[src/rtl/riscv_pkg.sv]
// Shared RISC-V pipeline definitions: opcode and func3 codes, write-back
// source select, load/store unit FSM states and instruction classification.
// No ports (package).
package riscv_pkg;

  localparam int unsigned XLEN = 32;

  // Major opcodes, instruction[6:2]
  localparam logic [4:0] OP_LOAD   = 5'b00000;
  localparam logic [4:0] OP_STORE  = 5'b01000;
  localparam logic [4:0] OP_IMM    = 5'b00100;
  localparam logic [4:0] OP_REG    = 5'b01100;
  localparam logic [4:0] OP_BRANCH = 5'b11000;
  localparam logic [4:0] OP_JAL    = 5'b11011;
  localparam logic [4:0] OP_JALR   = 5'b11001;
  localparam logic [4:0] OP_LUI    = 5'b01101;
  localparam logic [4:0] OP_AUIPC  = 5'b00101;

  // Load func3 codes
  localparam logic [2:0] F3_LB  = 3'b000;
  localparam logic [2:0] F3_LH  = 3'b001;
  localparam logic [2:0] F3_LW  = 3'b010;
  localparam logic [2:0] F3_LBU = 3'b100;
  localparam logic [2:0] F3_LHU = 3'b101;

  // Store func3 codes
  localparam logic [2:0] F3_SB = 3'b000;
  localparam logic [2:0] F3_SH = 3'b001;
  localparam logic [2:0] F3_SW = 3'b010;

  typedef enum logic [1:0] {WB_ALU, WB_PC4, WB_MEM} wb_sel_e;

  typedef enum logic {IDLE, RESP_WAIT} lsu_state_e;

  typedef struct packed {
    logic    is_load;
    logic    is_store;
    logic    writes;
    wb_sel_e wb_sel;
  } op_class_t;

  // Map a major opcode to its memory/write-back behaviour.
  function automatic op_class_t classify(input logic [4:0] opcode);
    op_class_t c;
    c = '{is_load: 1'b0, is_store: 1'b0, writes: 1'b0, wb_sel: WB_ALU};
    case (opcode)
      OP_LOAD:  begin c.is_load = 1'b1; c.writes = 1'b1; c.wb_sel = WB_MEM; end
      OP_STORE: c.is_store = 1'b1;
      OP_IMM, OP_REG, OP_LUI, OP_AUIPC: c.writes = 1'b1;
      OP_JAL, OP_JALR: begin c.writes = 1'b1; c.wb_sel = WB_PC4; end
      default: ;
    endcase
    return c;
  endfunction

endpackage

[src/rtl/load_align.sv]
// Load data alignment: picks the byte/halfword addressed by addr_i out of the
// bus word and sign- or zero-extends it according to the load func3.
// Ports: rdata_i   - 32-bit load data word from the bus
//        addr_i    - low two bits of the effective address
//        func3_i   - load func3 (undefined codes behave as LW)
//        ldata_c_o - extended 32-bit value (combinational)
module load_align
  import riscv_pkg::*;
(
  input  logic [XLEN-1:0] rdata_i,
  input  logic [1:0]      addr_i,
  input  logic [2:0]      func3_i,
  output logic [XLEN-1:0] ldata_c_o
);

  logic [7:0]  byte_sel;
  logic [15:0] half_sel;

  always_comb begin
    case (addr_i)
      2'd0: byte_sel = rdata_i[7:0];
      2'd1: byte_sel = rdata_i[15:8];
      2'd2: byte_sel = rdata_i[23:16];
      2'd3: byte_sel = rdata_i[31:24];
    endcase
    half_sel = addr_i[1] ? rdata_i[31:16] : rdata_i[15:0];

    case (func3_i)
      F3_LB:   ldata_c_o = {{24{byte_sel[7]}}, byte_sel};
      F3_LH:   ldata_c_o = {{16{half_sel[15]}}, half_sel};
      F3_LBU:  ldata_c_o = {24'd0, byte_sel};
      F3_LHU:  ldata_c_o = {16'd0, half_sel};
      default: ldata_c_o = rdata_i;
    endcase
  end

endmodule

[src/rtl/mem_writeback.sv]
// Memory/write-back stage of the three-stage RISC-V pipeline. Issues loads and
// stores on a valid/ready data bus, produces the register-file write-back and
// stalls the upstream pipeline registers while an access is outstanding.
// Ports: clk/rst                     - clock, synchronous active-high reset
//        PC_ppl, ALU_ppl, rdata2_ppl, instruction_ppl - execute-stage registers
//        dbus_req/we/addr/wdata/be   - bus request (combinational)
//        dbus_ready/rvalid/rdata     - bus handshake and load response
//        reg_wr, wdata               - register-file write-back (combinational)
//        mem_stall                   - hold upstream registers (combinational)
//        misalign, bus_timeout       - registered one-cycle event pulses
module mem_writeback
  import riscv_pkg::*;
#(
  parameter int unsigned TIMEOUT = 64
) (
  input  logic            clk,
  input  logic            rst,
  input  logic [XLEN-1:0] PC_ppl,
  input  logic [XLEN-1:0] ALU_ppl,
  input  logic [XLEN-1:0] rdata2_ppl,
  input  logic [XLEN-1:0] instruction_ppl,
  output logic            dbus_req,
  output logic            dbus_we,
  output logic [XLEN-1:0] dbus_addr,
  output logic [XLEN-1:0] dbus_wdata,
  output logic [3:0]      dbus_be,
  input  logic            dbus_ready,
  input  logic            dbus_rvalid,
  input  logic [XLEN-1:0] dbus_rdata,
  output logic            reg_wr,
  output logic [XLEN-1:0] wdata,
  output logic            mem_stall,
  output logic            misalign,
  output logic            bus_timeout
);

  localparam int unsigned    CntW      = (TIMEOUT > 1) ? $clog2(TIMEOUT) : 1;
  // The response is abandoned in the TIMEOUT-th RESP_WAIT cycle.
  localparam logic [CntW-1:0] CntLast  = CntW'(TIMEOUT - 1);
  localparam logic            TimeoutEn = (TIMEOUT != 0);

  lsu_state_e      state_q, state_d;
  logic [CntW-1:0] cnt_q, cnt_d;
  logic            misalign_q, misalign_d;
  logic            bus_timeout_q, bus_timeout_d;

  logic [4:0]      opcode;
  logic [4:0]      rd;
  logic [2:0]      func3;
  op_class_t       cls;
  logic            mem_op;
  logic            rd_nz;
  logic            is_byte, is_half, is_word;
  logic            misal;
  logic            timeout_hit;
  logic [XLEN-1:0] load_val;
  logic [XLEN-1:0] wb_value;
  logic [XLEN-1:0] st_wdata;
  logic [3:0]      lane_be;
  logic            unused_ins;

  // Instruction decode
  assign opcode     = instruction_ppl[6:2];
  assign rd         = instruction_ppl[11:7];
  assign func3      = instruction_ppl[14:12];
  assign cls        = classify(opcode);
  assign mem_op     = cls.is_load | cls.is_store;
  assign rd_nz      = |rd;
  assign unused_ins = ^{instruction_ppl[31:15], instruction_ppl[1:0]};

  // Access size; undefined func3 codes fall back to a word access
  assign is_byte = cls.is_load ? (func3 == F3_LB || func3 == F3_LBU) : (func3 == F3_SB);
  assign is_half = cls.is_load ? (func3 == F3_LH || func3 == F3_LHU) : (func3 == F3_SH);
  assign is_word = ~is_byte & ~is_half;
  assign misal   = (is_half & ALU_ppl[0]) | (is_word & (|ALU_ppl[1:0]));

  // Store lane replication and byte enables
  assign st_wdata = is_byte ? {4{rdata2_ppl[7:0]}} :
                    is_half ? {2{rdata2_ppl[15:0]}} : rdata2_ppl;
  assign lane_be  = is_byte ? (4'b0001 << ALU_ppl[1:0]) :
                    is_half ? (4'b0011 << ALU_ppl[1:0]) : 4'b1111;

  load_align u_load_align (
    .rdata_i   (dbus_rdata),
    .addr_i    (ALU_ppl[1:0]),
    .func3_i   (func3),
    .ldata_c_o (load_val)
  );

  always_comb begin
    case (cls.wb_sel)
      WB_PC4:  wb_value = PC_ppl + 32'd4;
      WB_MEM:  wb_value = load_val;
      default: wb_value = ALU_ppl;
    endcase
  end

  // rvalid takes priority over an expiring timeout in the same cycle
  assign timeout_hit = TimeoutEn && (state_q == RESP_WAIT) && !dbus_rvalid &&
                       (cnt_q == CntLast);

  // State, counter and event-pulse registers
  always_ff @(posedge clk) begin
    if (rst) begin
      state_q       <= IDLE;
      cnt_q         <= '0;
      misalign_q    <= 1'b0;
      bus_timeout_q <= 1'b0;
    end else begin
      state_q       <= state_d;
      cnt_q         <= cnt_d;
      misalign_q    <= misalign_d;
      bus_timeout_q <= bus_timeout_d;
    end
  end

  // Next-state logic
  always_comb begin
    state_d       = state_q;
    cnt_d         = cnt_q;
    misalign_d    = 1'b0;
    bus_timeout_d = 1'b0;
    case (state_q)
      IDLE: begin
        cnt_d = '0;
        if (mem_op) begin
          if (misal) begin
            misalign_d = 1'b1;
          end else if (cls.is_load && dbus_ready && !dbus_rvalid) begin
            state_d = RESP_WAIT;
          end
        end
      end
      RESP_WAIT: begin
        if (dbus_rvalid) begin
          state_d = IDLE;
        end else if (timeout_hit) begin
          state_d       = IDLE;
          bus_timeout_d = 1'b1;
        end else begin
          cnt_d = cnt_q + CntW'(1);
        end
      end
      default: state_d = IDLE;
    endcase
  end

  // Bus request, write-back and stall outputs; all held low during reset
  always_comb begin
    dbus_req   = 1'b0;
    dbus_we    = 1'b0;
    dbus_addr  = '0;
    dbus_wdata = '0;
    dbus_be    = '0;
    reg_wr     = 1'b0;
    wdata      = '0;
    mem_stall  = 1'b0;
    if (!rst) begin
      wdata = wb_value;
      case (state_q)
        IDLE: begin
          if (mem_op) begin
            if (!misal) begin
              dbus_req  = 1'b1;
              dbus_we   = cls.is_store;
              dbus_addr = {ALU_ppl[31:2], 2'b00};
              dbus_be   = lane_be;
              if (cls.is_store) begin
                dbus_wdata = st_wdata;
                mem_stall  = ~dbus_ready;
              end else if (dbus_ready && dbus_rvalid) begin
                reg_wr = rd_nz;
              end else begin
                mem_stall = 1'b1;
              end
            end
          end else begin
            reg_wr = cls.writes & rd_nz;
          end
        end
        RESP_WAIT: begin
          if (dbus_rvalid) begin
            reg_wr = rd_nz;
          end else if (!timeout_hit) begin
            mem_stall = 1'b1;
          end
        end
        default: ;
      endcase
    end
  end

  assign misalign    = misalign_q;
  assign bus_timeout = bus_timeout_q;

endmodule

[config.mk]
export PLATFORM = sky130hd
export DESIGN_NAME = mem_writeback
export DESIGN_NICKNAME = d
export VERILOG_FILES = /design/src/rtl/riscv_pkg.sv /design/src/rtl/load_align.sv /design/src/rtl/mem_writeback.sv
export SDC_FILE = /design/constraint.sdc
export NUM_CORES = 1
export LEC_CHECK = 0
export CAP_MARGIN = 0
export CORE_AREA = 2 2 106 108
export DETAILED_ROUTE_END_ITERATION = 8
export DIE_AREA = 0 0 108 110
export PLACE_DENSITY = 0.78
export SLEW_MARGIN = 10
export SYNTH_ARGS = -nofsm -noshare
export SYNTH_HDL_FRONTEND = slang
export SYNTH_HIERARCHICAL = 1
export SYNTH_SLANG_ARGS = --single-unit
[constraint.sdc]
create_clock -name clk -period 3.8 [get_ports clk]
set_clock_uncertainty 0.15 [all_clocks]
set_input_delay 0.76 -clock clk [delete_from_list [all_inputs] [get_ports clk]]
set_output_delay 0.76 -clock clk [all_outputs]
set_load 0.02 [all_outputs]
Word level (Yosys, flattened, before mapping):

Cells that the tools add are included.

* register bits after elaboration: 9
* input bits: 164

* add/subtract/negate cells: 2
* eq/ne operators: 18
* shifts and indexed selects: 2
* mux-type cells: 60
* bitwise gates (word level): 11
* reductions and logical operators: 18

Operators by type and width (count)
* 32-bit 2-to-1 mux: 12
* 32-bit case mux with 4 select lines: 1
* 32-bit case mux with 2 select lines: 1
* 32-bit by 3-bit adder with 32-bit output (second input constant): 1
* 8-bit case mux with 4 select lines: 1
* 1-bit 2-to-1 mux: 31
* 4-bit 2-to-1 mux: 6
* 16-bit 2-to-1 mux: 1
* 5-bit by 4-bit == test with 1-bit output (second input constant): 3
* 6-bit 2-to-1 mux: 2
* 6-bit case mux with 2 select lines: 1
* 5-bit by 3-bit == test with 1-bit output (second input constant): 2
* 5-bit == test (second input constant): 2
* 7-bit OR reduction: 1
* 6-bit by 1-bit adder with 6-bit output (second input constant): 1
* 2-bit == test (second input constant): 3
* 3-bit == test (second input constant): 2
* 6-bit == test (second input constant): 1
* 1-bit case mux with 2 select lines: 3
* 3-bit OR reduction: 2
* 1-bit logical AND: 5
* 5-bit logical NOT: 1
* 1-bit NOT: 5
* 5-bit OR reduction: 1
* 14 further kinds: 22

Depth between registers and ports, before layout:

* depth in word-level cells: 11
* mapped depth: 10

Hierarchy:

Netlist, hierarchy kept.

Modules (own cells, without submodules)
* mem_writeback: instances 1, cells each 424, area an instance 2816.5 sq um, seq. area each 180.2 sq um
* load_align: instances 1, cells each 110, area an instance 649.4 sq um, seq. area each 0.0 sq um

Worst setup path after synthesis:

No wires, ideal clock.

* kind: input to output
* start point: input port instruction_ppl[2]
* end point: output port wdata[10]
* arrival: 2.929 ns
* data required time: 2.890 ns
* slack: -0.039 ns
* stages on the path: 8
* buffers on the path: 2
* path through: or4_4 > nor2_1 > ha_1 > inv_1 > clkbuf_1 > clkbuf_1 > nor2_1 > nor3_1

* cells in the longest elaborated chain, start to end: 6

RTL lines
* start, declared: RTL line mem_writeback.sv:21 `input logic [XLEN-1:0] instruction_ppl,`
* 5-bit == test: RTL line riscv_pkg.sv:46 `case (opcode)`
* 2-bit OR reduction: RTL line riscv_pkg.sv:46
* 2-bit case mux with 2 select lines (*): RTL line riscv_pkg.sv:46
* 2-bit == test or 2-bit by 1-bit == test with 1-bit output (tied branches): RTL line mem_writeback.sv:91 `case (cls.wb_sel)`
* 32-bit case mux with 2 select lines (*): RTL line mem_writeback.sv:91
* 32-bit 2-to-1 mux (*): RTL line mem_writeback.sv:158 `if (!rst) begin`
* end, declared: RTL line mem_writeback.sv:31 `output logic [XLEN-1:0] wdata,`

Every way passes the cells marked *; elsewhere a longest branch is shown, timed or not.

Worst setup path after layout:

* start point: input port instruction_ppl[6]
* end point: output port wdata[3]

The elaborated chain is that of the path after synthesis.

==> metrics.cfg <==
[grt]
antenna_found_initial=0
grt_max_degree=26
grt_pass1_vias=5590
grtUsageTotal_pct=30.28
grt_pass1_wl_mm=28.90
grt_overflow=0

[timing]
setup_viol=2
post-route-worst-setup-slack_ps=-6.363
hold_viol_final=0
fin_crit_sh_pct=100.2
holdWs_ps=343.2
drv_slew=0
finalCriticalPeriod_ps=3806
rsz0062_at_grt=true
fmax_mhz=262.7

[finish]
drive_gt1_share_pct=35.79
fillers=856
insertedDiodeCount=0
final_common_cell=buf_4
synthToLayoutAreaGrowth_pct=116.7
num-nets-final=1068
final_cell_mix=buf_4, clkdlybuf4s50_1, nand2_1, nor2_1, buf_2
final_area_sq_mm=0.007510

[floorplan]
die_h_um=110
fp.dieW_um=108
core_sq_mm=0.01070
io_pins=270
die-area_sq_mm=0.01188
initial_core_util_pct=32.40
num_rows=38

[outcome]
status=finished with violations
violations=setup timing

[logic_synthesis]
synthCells=534
netlist_top_cells_area=nand2_1, mux2i_1, nor2_1, dfxtp_1, a221oi_1
synth_seq_area_share_pct=5.199
synthFlopType=dfxtp_1
async_flop_share_pct=0
yosys_register_bits=9
synth_top_area_share_pct=8.448
avgSynthCellArea_sq_um=6.490
yosysWarnings=6
ys_types=68
synth_edf_count=0
yosysTopAreaCell=nand2_1
syn-cell-area_sq_mm=0.003466

[detailed_routing]
ant_nets=0
firstDrtPassIters=8
drc=0
wl_per_cell_um=19.24
wl_mm=19.89
viasPerCell=5.648
drt-initial-drc-count=404
vias=5840

[critical_path]
startpoint_type=input port
cp-end-kind=primary output
slowest_stage=or4_4
path_max_fanout=6
max_stage_delay_ps=550
rr_worst_depth=6
crit_top_cell=buf_6
setup.worst_path.class=input port to primary output
cp.arrival_ps=2900
path_cells=buf_6, or4_4, nor2_4, buf_6, clkinvlp_4, ha_4, buf_12, buf_16, a221o_1, o21ai_1, nor2_1, buf_4
required_ps=2890

[power]
clkPwrFrac_pct=13.3
power_frac_comb_pct=75.7
leakage_nw=3.574
pwr-share-seq_pct=11.0
max-vdd-ir-drop_mv=0.2135
p_sw_uw=358.1
powerDensity_mw_per_mm2=114.9
p_int_uw=504.6
switching_share_pct=41.51

[placed_design]
dpl.hpwl_mm=14.81
gp_congestion=0.9123
io_buffers=248
dp_slack_ps=-702.8
place_area_sq_mm=0.006872

[run]
cap_violations=0

[cts]
cts_tree=done
clock_latency_ps=240
root_buffer=clkbuf_8
cts_buffers=3
cts_max_level=1
clk_path_buf_depth=2
clkTransAtPathRegs_ps=50
clock_sinks=9

[hold_path]
hold_path_class=flop to flop
whs_path_depth=2

-- layout make-up --
cell class	count	area, sq um	area share [%]
Sequential cell	9	180.2	2.399
Tap cell	140	175.2	2.333
Timing Repair Buffer	398	3601	47.95
Clock buffer	4	45.04	0.5998
Inverter	24	93.84	1.250
Multi-Input combinational cell	459	3415	45.47
-- cell families after synthesis --
group                    Yosys count  synth area share [%]
AND/OR/NAND/NOR                  256                 38.19
multiplexers                      29                 9.025
flip-flops                         9                 5.198
adder cells (fa/ha/maj)            9                 3.249
AO/OA/AOI/OAI                    137                 29.31
buffers and inverters             69                 8.844
XOR/XNOR                          24                 6.065
other                              1                0.1082
-- sequential cells by signal (all words and copies together) (netlist names) --
name         cells
misalign         1
cnt_q            6
bus_timeout      1
state_q          1
-- critical path, delay by kind of cell --
kind,cells,cell delay [ps]
simple gates,3,730
buf+inv,6,740
compound gates,2,440
fa+ha+maj,1,210
-- routing by layer --
layer,vias to the layer above,track usage [%],wire length (um)
met2,305,54.09,9855
met1,2775,38.68,8060
met5,-,0,0
met3,54,3.351,1432
met4,0,8.150,542
li1,2706,-,-
-- final timing paths --
check,end,slack [ps],start
max,wdata[3],-6,instruction_ppl[6]
min,bus_timeout$_SDFF_PP0_,340,cnt_q[5]$_SDFFE_PP0P_
max reg2reg,state_q$_SDFF_PP0_,2150,state_q$_SDFF_PP0_
min reg2reg,bus_timeout$_SDFF_PP0_,340,cnt_q[5]$_SDFFE_PP0P_
-- through the flow --
step	cells	power, mW	setup TNS (ps)	util [%]
3_3_place_gp	995	0.6831	-51820	64.23
5_1_grt	1034	0.9033	-427.6	70.20
3_5_place_dp	995	0.6927	-56150	64.23
4_1_cts	1017	0.8308	-121.9	67.63
2_1_floorplan	535	0.3301	0	-
6_report	1034	0.8628	-7.870	70.20
-- power by group through the flow --
| stage | Clock [mW] | Sequential [mW] | Combinational [mW] |
|---|---|---|---|
| 2_1_floorplan | 0 | 0.0968 | 0.233 |
| 3_3_place_gp | 0 | 0.0966 | 0.586 |
| 3_5_place_dp | 0 | 0.0966 | 0.596 |
| 4_1_cts | 0.117 | 0.0948 | 0.619 |
| 5_1_grt | 0.120 | 0.0947 | 0.689 |
| 6_report | 0.115 | 0.0948 | 0.653 |
-- synth_stat cells, drive strengths merged, types with 13 or more instances --
library cell,number
buf,15
nand2,79
nor4,18
and3,15
a22oi,13
nor3,19
o21ai,21
and2,23
nand3,14
mux2i,20
xor2,14
a21oi,28
inv,24
a221oi,19
clkbuf,30
nor2,53
-- what timing repair did --
item / CTS / global route
endpoints found under the setup margin: 102 / 90
buffers inserted: 13 / 18
cloned: 5 / 0
pin swaps: 20 / 25
hold buffers: 0 / 0
gates resized for setup: 426 / 59
(Power assumes the default switching activity.)
